### src/rtl/cpu_trace_emitter_if.sv
// cpu_trace_emitter_if
// Record handshake between a CPU write-back source and the trace emitter.
//   in_valid  : a record is presented on the in_* fields
//   in_ready  : emitter can accept a record this cycle
//   in_is_reg : 1 = register frame ('$'), 0 = memory frame ('*')
//   in_time   : time stamp (decimal, saturates at 9999)
//   in_pc     : program counter (8 hex digits)
//   in_addr   : register number in [4:0] or 32-bit memory address
//   in_data   : written value (8 hex digits)
// master = record source, slave = emitter.
interface cpu_trace_emitter_if;
   logic        in_valid;
   logic        in_ready;
   logic        in_is_reg;
   logic [15:0] in_time;
   logic [31:0] in_pc;
   logic [31:0] in_addr;
   logic [31:0] in_data;

   modport master (
      output in_valid,
      output in_is_reg,
      output in_time,
      output in_pc,
      output in_addr,
      output in_data,
      input  in_ready
   );

   modport slave (
      input  in_valid,
      input  in_is_reg,
      input  in_time,
      input  in_pc,
      input  in_addr,
      input  in_data,
      output in_ready
   );
endinterface

### src/rtl/cpu_trace_emitter.sv
// cpu_trace_emitter
// Serialises CPU write-back records into the ASCII trace stream, one character per clock:
//   register frame: ^<time>@<pc>: $<reg> <= <data>#
//   memory frame  : ^<time>@<pc>: *<addr> <= <data>#
// Ports:
//   clk        : clock, rising edge
//   reset      : asynchronous, active-high
//   rec        : record handshake (slave modport of cpu_trace_emitter_if)
//   char       : current frame character, 8'h00 when idle (registered)
//   char_valid : char holds a frame character (registered)
module cpu_trace_emitter (
   input  logic                clk,
   input  logic                reset,
   cpu_trace_emitter_if.slave  rec,
   output logic [7:0]          char,
   output logic                char_valid
);

   typedef enum logic [3:0] {
      StIdle, StStart, StTime, StAt, StPc, StColon, StSp0, StKind,
      StAddr, StSp1, StLt, StEq, StSp2, StData, StEnd
   } state_e;

   state_e      state_q;
   logic [2:0]  idx_q;
   logic        is_reg_q;
   logic [15:0] time_bcd_q;   // left-aligned: first printed digit in [15:12]
   logic [2:0]  time_n_q;     // number of time digits, 1..4
   logic [7:0]  reg_bcd_q;    // left-aligned: first printed digit in [7:4]
   logic [2:0]  reg_n_q;      // number of register digits, 1..2
   logic [31:0] pc_q;
   logic [31:0] addr_q;
   logic [31:0] data_q;

   logic        hs;
   logic [2:0]  idx_nx;
   logic        addr_last;

   // Capture-time conversions
   logic [13:0] time_sat;
   logic [15:0] time_bcd;
   logic [15:0] cap_time_bcd;
   logic [2:0]  cap_time_n;
   logic [1:0]  reg_tens;
   logic [3:0]  reg_sub;
   logic [3:0]  reg_ones;
   logic [7:0]  cap_reg_bcd;
   logic [2:0]  cap_reg_n;

   function automatic logic [15:0] bin2bcd(input logic [13:0] bin);
      logic [29:0] sh;
      sh = {16'd0, bin};
      for (int i = 0; i < 14; i++) begin
         for (int d = 0; d < 4; d++) begin
            if (sh[14 + 4 * d +: 4] >= 4'd5) begin
               sh[14 + 4 * d +: 4] = sh[14 + 4 * d +: 4] + 4'd3;
            end
         end
         sh = sh << 1;
      end
      return sh[29:14];
   endfunction

   function automatic logic [7:0] hex_char(input logic [3:0] n);
      return (n < 4'd10) ? (8'h30 + {4'h0, n}) : (8'h57 + {4'h0, n});
   endfunction

   function automatic logic [7:0] dec_char(input logic [3:0] d);
      return 8'h30 + {4'h0, d};
   endfunction

   // Nibble i of w, most-significant first
   function automatic logic [3:0] nib(input logic [31:0] w, input logic [2:0] i);
      return w[{~i, 2'b00} +: 4];
   endfunction

   assign rec.in_ready = (state_q == StIdle) || (state_q == StEnd);
   assign hs           = rec.in_valid && rec.in_ready;
   assign idx_nx       = idx_q + 3'd1;
   assign addr_last    = is_reg_q ? (idx_q == reg_n_q - 3'd1) : (idx_q == 3'd7);

   always_comb begin
      time_sat = (rec.in_time > 16'd9999) ? 14'd9999 : rec.in_time[13:0];
      time_bcd = bin2bcd(time_sat);
      // Strip leading zeros by left-aligning the significant digits
      if (time_bcd[15:12] != 4'd0) begin
         cap_time_n   = 3'd4;
         cap_time_bcd = time_bcd;
      end else if (time_bcd[11:8] != 4'd0) begin
         cap_time_n   = 3'd3;
         cap_time_bcd = {time_bcd[11:0], 4'h0};
      end else if (time_bcd[7:4] != 4'd0) begin
         cap_time_n   = 3'd2;
         cap_time_bcd = {time_bcd[7:0], 8'h00};
      end else begin
         cap_time_n   = 3'd1;
         cap_time_bcd = {time_bcd[3:0], 12'h000};
      end

      // reg_sub is (tens * 10) mod 16, so a 4-bit subtract of the low nibble yields the ones digit
      if (rec.in_addr[4:0] >= 5'd30) begin
         reg_tens = 2'd3;
         reg_sub  = 4'd14;
      end else if (rec.in_addr[4:0] >= 5'd20) begin
         reg_tens = 2'd2;
         reg_sub  = 4'd4;
      end else if (rec.in_addr[4:0] >= 5'd10) begin
         reg_tens = 2'd1;
         reg_sub  = 4'd10;
      end else begin
         reg_tens = 2'd0;
         reg_sub  = 4'd0;
      end
      reg_ones = rec.in_addr[3:0] - reg_sub;
      if (reg_tens != 2'd0) begin
         cap_reg_n   = 3'd2;
         cap_reg_bcd = {2'b00, reg_tens, reg_ones};
      end else begin
         cap_reg_n   = 3'd1;
         cap_reg_bcd = {reg_ones, 4'h0};
      end
   end

   // Each transition loads the character belonging to the state being entered
   always_ff @(posedge clk or posedge reset) begin
      if (reset) begin
         state_q    <= StIdle;
         idx_q      <= 3'd0;
         char       <= 8'h00;
         char_valid <= 1'b0;
         is_reg_q   <= 1'b0;
         time_bcd_q <= 16'h0000;
         time_n_q   <= 3'd1;
         reg_bcd_q  <= 8'h00;
         reg_n_q    <= 3'd1;
         pc_q       <= 32'h0;
         addr_q     <= 32'h0;
         data_q     <= 32'h0;
      end else begin
         case (state_q)
            StIdle, StEnd: begin
               idx_q <= 3'd0;
               if (hs) begin
                  is_reg_q   <= rec.in_is_reg;
                  time_bcd_q <= cap_time_bcd;
                  time_n_q   <= cap_time_n;
                  reg_bcd_q  <= cap_reg_bcd;
                  reg_n_q    <= cap_reg_n;
                  pc_q       <= rec.in_pc;
                  addr_q     <= rec.in_addr;
                  data_q     <= rec.in_data;
                  state_q    <= StStart;
                  char       <= "^";
                  char_valid <= 1'b1;
               end else begin
                  state_q    <= StIdle;
                  char       <= 8'h00;
                  char_valid <= 1'b0;
               end
            end
            StStart: begin
               state_q <= StTime;
               idx_q   <= 3'd0;
               char    <= dec_char(time_bcd_q[15:12]);
            end
            StTime: begin
               if (idx_q == time_n_q - 3'd1) begin
                  state_q <= StAt;
                  idx_q   <= 3'd0;
                  char    <= "@";
               end else begin
                  idx_q <= idx_nx;
                  char  <= dec_char(time_bcd_q[{~idx_nx[1:0], 2'b00} +: 4]);
               end
            end
            StAt: begin
               state_q <= StPc;
               idx_q   <= 3'd0;
               char    <= hex_char(pc_q[31:28]);
            end
            StPc: begin
               if (idx_q == 3'd7) begin
                  state_q <= StColon;
                  idx_q   <= 3'd0;
                  char    <= ":";
               end else begin
                  idx_q <= idx_nx;
                  char  <= hex_char(nib(pc_q, idx_nx));
               end
            end
            StColon: begin
               state_q <= StSp0;
               char    <= " ";
            end
            StSp0: begin
               state_q <= StKind;
               char    <= is_reg_q ? "$" : "*";
            end
            StKind: begin
               state_q <= StAddr;
               idx_q   <= 3'd0;
               char    <= is_reg_q ? dec_char(reg_bcd_q[7:4]) : hex_char(addr_q[31:28]);
            end
            StAddr: begin
               if (addr_last) begin
                  state_q <= StSp1;
                  idx_q   <= 3'd0;
                  char    <= " ";
               end else begin
                  idx_q <= idx_nx;
                  char  <= is_reg_q ? dec_char(reg_bcd_q[{~idx_nx[0], 2'b00} +: 4])
                                    : hex_char(nib(addr_q, idx_nx));
               end
            end
            StSp1: begin
               state_q <= StLt;
               char    <= "<";
            end
            StLt: begin
               state_q <= StEq;
               char    <= "=";
            end
            StEq: begin
               state_q <= StSp2;
               char    <= " ";
            end
            StSp2: begin
               state_q <= StData;
               idx_q   <= 3'd0;
               char    <= hex_char(data_q[31:28]);
            end
            StData: begin
               if (idx_q == 3'd7) begin
                  state_q <= StEnd;
                  idx_q   <= 3'd0;
                  char    <= "#";
               end else begin
                  idx_q <= idx_nx;
                  char  <= hex_char(nib(data_q, idx_nx));
               end
            end
            default: begin
               state_q    <= StIdle;
               idx_q      <= 3'd0;
               char       <= 8'h00;
               char_valid <= 1'b0;
            end
         endcase
      end
   end

endmodule

### src/flat_wrapper.sv
// flat-port wrapper written by rule: the top's interface ports become plain ports
module cpu_trace_emitter_flat 
  (clk, reset, char, char_valid, rec_in_valid, rec_in_is_reg, rec_in_time, rec_in_pc, rec_in_addr, rec_in_data, rec_in_ready);
  cpu_trace_emitter_if rec_i ();
  input  logic clk;
  input  logic reset;
  output logic [7:0] char;
  output logic char_valid;
  input wire logic [$bits(rec_i.in_valid)-1:0] rec_in_valid;
  input wire logic [$bits(rec_i.in_is_reg)-1:0] rec_in_is_reg;
  input wire logic [$bits(rec_i.in_time)-1:0] rec_in_time;
  input wire logic [$bits(rec_i.in_pc)-1:0] rec_in_pc;
  input wire logic [$bits(rec_i.in_addr)-1:0] rec_in_addr;
  input wire logic [$bits(rec_i.in_data)-1:0] rec_in_data;
  output wire logic [$bits(rec_i.in_ready)-1:0] rec_in_ready;
  assign rec_i.in_valid = rec_in_valid;
  assign rec_i.in_is_reg = rec_in_is_reg;
  assign rec_i.in_time = rec_in_time;
  assign rec_i.in_pc = rec_in_pc;
  assign rec_i.in_addr = rec_in_addr;
  assign rec_i.in_data = rec_in_data;
  assign rec_in_ready = rec_i.in_ready;
  cpu_trace_emitter u_core (.clk(clk), .reset(reset), .rec(rec_i), .char(char), .char_valid(char_valid));
endmodule
### config.mk
export PLATFORM = sky130hd
export DESIGN_NAME = cpu_trace_emitter_flat
export DESIGN_NICKNAME = d
export VERILOG_FILES = /design/src/rtl/cpu_trace_emitter_if.sv /design/src/rtl/cpu_trace_emitter.sv /design/src/flat_wrapper.sv
export SDC_FILE = /design/constraint.sdc
export NUM_CORES = 1
export LEC_CHECK = 0
export ABC_AREA = 1
export ABC_CLOCK_PERIOD_IN_PS = 6250
export CORE_MARGIN = 3
export CORE_UTILIZATION = 38
export CTS_CLUSTER_DIAMETER = 50
export DETAILED_ROUTE_END_ITERATION = 8
export GPL_ROUTABILITY_DRIVEN = 0
export PLACE_DENSITY = 0.54
export SKIP_LAST_GASP = 1
export SYNTH_ARGS = -nofsm -noshare
export SYNTH_HDL_FRONTEND = slang
export SYNTH_SLANG_ARGS = --single-unit
### constraint.sdc
create_clock -name clk -period 6.25 [get_ports clk]
set_input_delay 0.625 -clock clk [delete_from_list [all_inputs] [get_ports clk]]
set_output_delay 0.625 -clock clk [all_outputs]
set_load 0.05 [all_outputs]
==> reports/summary.txt, run 1 <==
outcome -> finished with violations
failing checks -> setup timing
crit-path max cell delay -> 0.25 ns
cell taking the most area after synthesis -> dfrtp_1
Cells after Synth -> 1589
min Tclk post-route -> 8.10 ns
Post-CTS Hold Buffers -> 0
slowest CP cell -> or2_4
DR vias/cell -> 4.81
IO buf count -> 124
Post-Syn Area -> 10700 um^2
Num CTS Buffers -> 17
Routed Antenna Nets -> 0
final setup vio count -> 19
largest net degree at the start of global routing -> 91
Hold Crit Class -> register to register
worst slew margin relative to its limit -> 42.3%
initial antenna violation count -> 0
worst clock skew -> 0.0117 ns
Max Freq -> 123 MHz
Nets -> 2069
RSZ-0062 raised after global routing -> yes
Clk Latency, worst-skew pair -> 0.43 ns
Worst setup SP type -> input pin
Fin. Hold Viols -> 0
die height -> 174 um
Post-synth EDFFs -> 0
PnR worst setup slack -> -1.85 ns
Async SR Flop Fraction -> 100%
row count -> 60
Fillers -> 2708
remaining routing DRC violations -> 0
Yosys warnings -> 0
CTS tree -> yes
CP Class -> input pin to register
register area -> 3530 um^2
router iterations before antenna repair -> 5
worst hold path cell count -> 2
WP data arrival -> 8.47 ns
# IOs -> 126
Final Max Slew Viols -> 0
most frequent cells in the layout -> nand2_1 (450), buf_4 (213), inv_1 (191), o21ai_0 (148), dfrtp_1 (138)
# diodes -> 0
core area -> 27300 um^2
synthesized area per cell -> 6.76 um^2
Reg2Reg Depth -> 13
GRT Util Overall -> 19.8%
Routed wire per std cell -> 13.3 um
Max Fanout on Critical Path -> 4
root buf cell -> clkbuf_16
drt total wl -> 30300 um
slew of the pin with the lowest slew margin -> 0.865 ns
Final period util -> 130%
Die X-Extent -> 174 um
flops & latches, synth -> 141
vias in the first global route -> 10500
max-cap violations -> 0
synth top area cells -> dfrtp_1 (32%), nand2_1 (17%), inv_1 (7.3%)
Worst path most repeated cell -> nand2_4
Multi-input gate area -> 6890 um^2
hpwl dp -> 22100 um
die area -> 30300 um^2
commonest non-fill, non-tap cell in the layout -> nand2_1
clk sinks -> 141
overflow left after global routing -> 0
first-pass GRT wire length -> 50400 um
share of layout cells above drive strength 1 -> 27.0%
via count -> 11000
CP required -> 6.62 ns
Top FF cell, synth -> dfrtp_1
Max Root-Sink Buffers -> 2
CP endpoint kind -> register
H-tree lvl count -> 4
clk slew on worst S/H paths -> 0.07 ns
Final Util -> 55.9%
Area Overhead vs Synth -> 42.3%
Cell variety after synth -> 53
share of the synthesized area in the top cell type -> 32.4%
Initial Utilization -> 39.3%
post-synthesis sequential area ratio -> 32.9%
Initial DRC Count -> 658
Yosys cell counts (19+ instances only):
library cell,count
nand2_1,484
inv_1,210
o21ai_0,152
dfrtp_1,139
nor2_1,99
nand3_1,85
a21oi_1,70
ha_1,51
clkbuf_1,43
nand2_2,39
inv_2,20
nand2_4,19
worst max-delay path: cells and delay by family:
family / cells / cell delay (ns)
simple gates: 41 / 3.78
fa+ha+maj: 10 / 1.62
buf+inv: 19 / 1.42
compound gates: 5 / 0.55
xor+xnor: 3 / 0.47
kinds of logic after synthesis:
group           synth area share [%]
simple gates                    33.2
compound gates                  15.7
buf+inv                         10.0
flops                           32.9
fa+ha+maj                       6.13
xor+xnor                        1.93
other cells                   0.0349
mux                            0.105
worst paths after layout:
check | end | slack [ns] | from
max | u_core.time_bcd_q[15]$_DFFE_PP0P_ | -1.85 | rec_in_time[11]
min | u_core.data_q[27]$_DFFE_PP0P_ | 0.47 | u_core.data_q[27]$_DFFE_PP0P_
max reg2reg | u_core.char[4]$_DFF_PP0_ | 2.58 | u_core.idx_q[1]$_DFFE_PP0N_
min reg2reg | u_core.data_q[27]$_DFFE_PP0P_ | 0.47 | u_core.data_q[27]$_DFFE_PP0P_
max in group asynchronous | u_core.idx_q[0]$_DFFE_PP0N_ | 4.32 | reset
min in group asynchronous | u_core.data_q[8]$_DFFE_PP0P_ | 0.70 | reset
sequential cells by signal (all words and copies together), names as in the netlist:
signal and flops:
u_core.state_q 4, u_core.time_bcd_q 16, u_core.idx_q 3, u_core.pc_q 32
u_core.time_n_q 3, u_core.is_reg_q 1, u_core.reg_bcd_q 8, u_core.char 7
u_core.addr_q 32, u_core.reg_n_q 2, u_core.data_q 32, u_core.char_valid 1
metal layers:
metal	vias up	share of wire [%]	global-route usage [%]
met2	236	45	31.1
met1	5038	49	29.1
li1	5697	-	-
met4	0	0.78	3.65
met3	20	4.7	3.12
met5	-	0	0
cell type report:
type | instances | area share, %
tap | 372 | 3.05
timing repair buffer | 339 | 18.8
clock buffer | 17 | 2.79
sequential | 141 | 23.1
clock inverter | 15 | 1.14
multi-input combinational | 1170 | 45.1
inverter | 232 | 6.01
what timing repair did:
| item | in CTS | in global routing |
|---|---|---|
| cloned | 2 | 0 |
| pin swaps | 78 | 62 |
| resized for setup | 112 | 64 |
| buffers inserted | 32 | 13 |
| setup endpoints to repair | 19 | 19 |
through the flow:
stage          instance area, um^2  worst slack, ns  hold WS, ns  setup TNS [ns]  cells
2_1_floorplan                11000            -2.00        0.444          -35.78   1592
3_3_place_gp                 13800            -2.64        0.457          -48.64   2207
3_5_place_dp                 13800            -2.86        0.460          -52.76   2207
4_1_cts                      14900            -1.78        0.478          -31.90   2273
5_1_grt                      15300            -2.44        0.489          -44.96   2286
6_report                     15300            -1.85        0.473          -33.83   2286
Power of run 1 is left out: the tool's default activity adds up to more than one toggle a clock period on the data nets, which glitch-free logic cannot reach.
==> inputs of run 2 (changes only) <==
PLACE_DENSITY = unset   (was 0.54)
PLACE_DENSITY_LB_ADDON = 0.3   (was unset)
==> reports/summary.txt, run 2 (synthesis gave the netlist of run 1 again) <==
remaining routing DRC violations -> 0
slew of the pin with the lowest slew margin -> 0.937 ns
hpwl dp -> 21800 um
Post-CTS Hold Buffers -> 0
GR Util met1 -> 26.0%
Worst path most repeated cell -> nand2_4
CP Class -> input pin to register
clk slew on worst S/H paths -> 0.06 ns
CP endpoint kind -> register
most frequent cells in the layout -> nand2_1 (449), buf_4 (223), inv_1 (187), o21ai_0 (149), dfrtp_1 (138)
drt total wl -> 30400 um
# IOs -> 126
Hold WS -> 0.473 ns
die area -> 30300 um^2
Final period util -> 131%
commonest non-fill, non-tap cell in the layout -> nand2_1
via count -> 11200
min Tclk post-route -> 8.17 ns
Max Fanout on Critical Path -> 6
core area -> 27300 um^2
Clk Latency, worst-skew pair -> 0.43 ns
vias in the first global route -> 10700
final setup vio count -> 19
root buf cell -> clkbuf_16
worst slew margin relative to its limit -> 37.5%
Max Root-Sink Buffers -> 2
most crowded layer after global routing -> met2
Initial Utilization -> 39.3%
Die X-Extent -> 174 um
Final Max Slew Viols -> 0
setup TNS -> -34.76 ns
outcome -> finished with violations
IO buf count -> 124
max-cap violations -> 0
die height -> 174 um
Worst setup SP type -> input pin
clk sinks -> 141
RSZ-0062 raised after global routing -> yes
post-route cell area -> 15400 um^2
Num CTS Buffers -> 17
CTS tree -> yes
slowest CP cell -> or2_4
Area Overhead vs Synth -> 43.1%
grt met3 use -> 3.25%
H-tree lvl count -> 4
final non-filler cell total -> 2295
dpl cell area -> 13800 um^2
initial antenna violation count -> 1
PnR worst setup slack -> -1.92 ns
overflow left after global routing -> 0
met2 usage -> 32.8%
CP required -> 6.59 ns
Nets -> 2078
biggest regs -> u_core.addr_q (32), u_core.data_q (32), u_core.pc_q (32)
Routed wire per std cell -> 13.2 um
Hold Crit Class -> register to register
router iterations before antenna repair -> 5
row count -> 60
share of layout cells above drive strength 1 -> 27.4%
Max Freq -> 122 MHz
Fin. Hold Viols -> 0
Inst Count DP -> 2210
largest net degree at the start of global routing -> 91
worst clock skew -> 0.00739 ns
Initial DRC Count -> 857
DR vias/cell -> 4.87
GRT Util Overall -> 19.4%
Routed Antenna Nets -> 0
# diodes -> 0
WP data arrival -> 8.51 ns
crit-path max cell delay -> 0.23 ns
first-pass GRT wire length -> 49600 um
failing checks -> setup timing
-- run 2: cell count changes in the layout (fill, tap and decap cells not counted), sizes merged --
cell,delta
clkinv,+2
buf,+9
clkbuf,+2
clkinvlp,-1
bufinv,+1
inv,-4
-- run 2: path summary, 6_finish.rpt --
| kind | start | to | slack [ns] | cells past startpoint |
|---|---|---|---|---|
| setup reg to reg | u_core.idx_q[0]$_DFFE_PP0N_ | u_core.char[0]$_DFF_PP0_ | 2.65 | 13 |
| hold reg to reg | u_core.pc_q[12]$_DFFE_PP0P_ | u_core.pc_q[12]$_DFFE_PP0P_ | 0.47 | 2 |
| max in group asynchronous | reset | u_core.idx_q[0]$_DFFE_PP0N_ | 4.33 | 3 |
| hold / removal | u_core.pc_q[12]$_DFFE_PP0P_ | u_core.pc_q[12]$_DFFE_PP0P_ | 0.47 | 2 |
| setup / recovery | rec_in_time[12] | u_core.time_bcd_q[5]$_DFFE_PP0P_ | -1.92 | 75 |
| min in group asynchronous | reset | u_core.data_q[12]$_DFFE_PP0P_ | 0.70 | 2 |
-- run 2: critical path, delay by kind of cell --
family / cells / cell delay, ns
adder cells (fa/ha/maj): 7 / 1.22
buffers and inverters: 20 / 1.85
AND/OR/NAND/NOR: 41 / 3.80
XOR/XNOR: 1 / 0.16
AO/OA/AOI/OAI: 6 / 0.87
-- run 2: cell type report --
class                      count  area (um^2)
sequential                   141         3530
tap                          372          465
multi-input combinational   1170         6920
timing repair buffer         348         2910
clock buffer                  19          453
inverter                     232          913
clock inverter                13          178
fill                        2559        12000
-- run 2: per-layer routing --
metal | up-vias | part of all wire [%]
met5 | - | 0.043
met4 | 2 | 1.3
met3 | 33 | 4.7
met2 | 257 | 49
met1 | 5167 | 45
li1 | 5708 | -
-- run 2: what timing repair did --
| item | 4_1_cts | 5_1_grt |
|---|---|---|
| setup buffers | 35 | 16 |
| gates resized for setup | 105 | 74 |
| endpoints found under the setup margin | 19 | 19 |
| cloned | 2 | 0 |
| pin swaps | 67 | 51 |
-- run 2: metrics by stage --
stage / utilization, % / setup WS (ns)
6_report: 56.2 / -1.92
5_1_grt: 56.2 / -2.49
4_1_cts: 54.6 / -1.74
3_5_place_dp: 50.6 / -2.95
3_3_place_gp: 50.6 / -2.65
2_1_floorplan: - / -2.00
Power of run 2 is left out for the same reason.
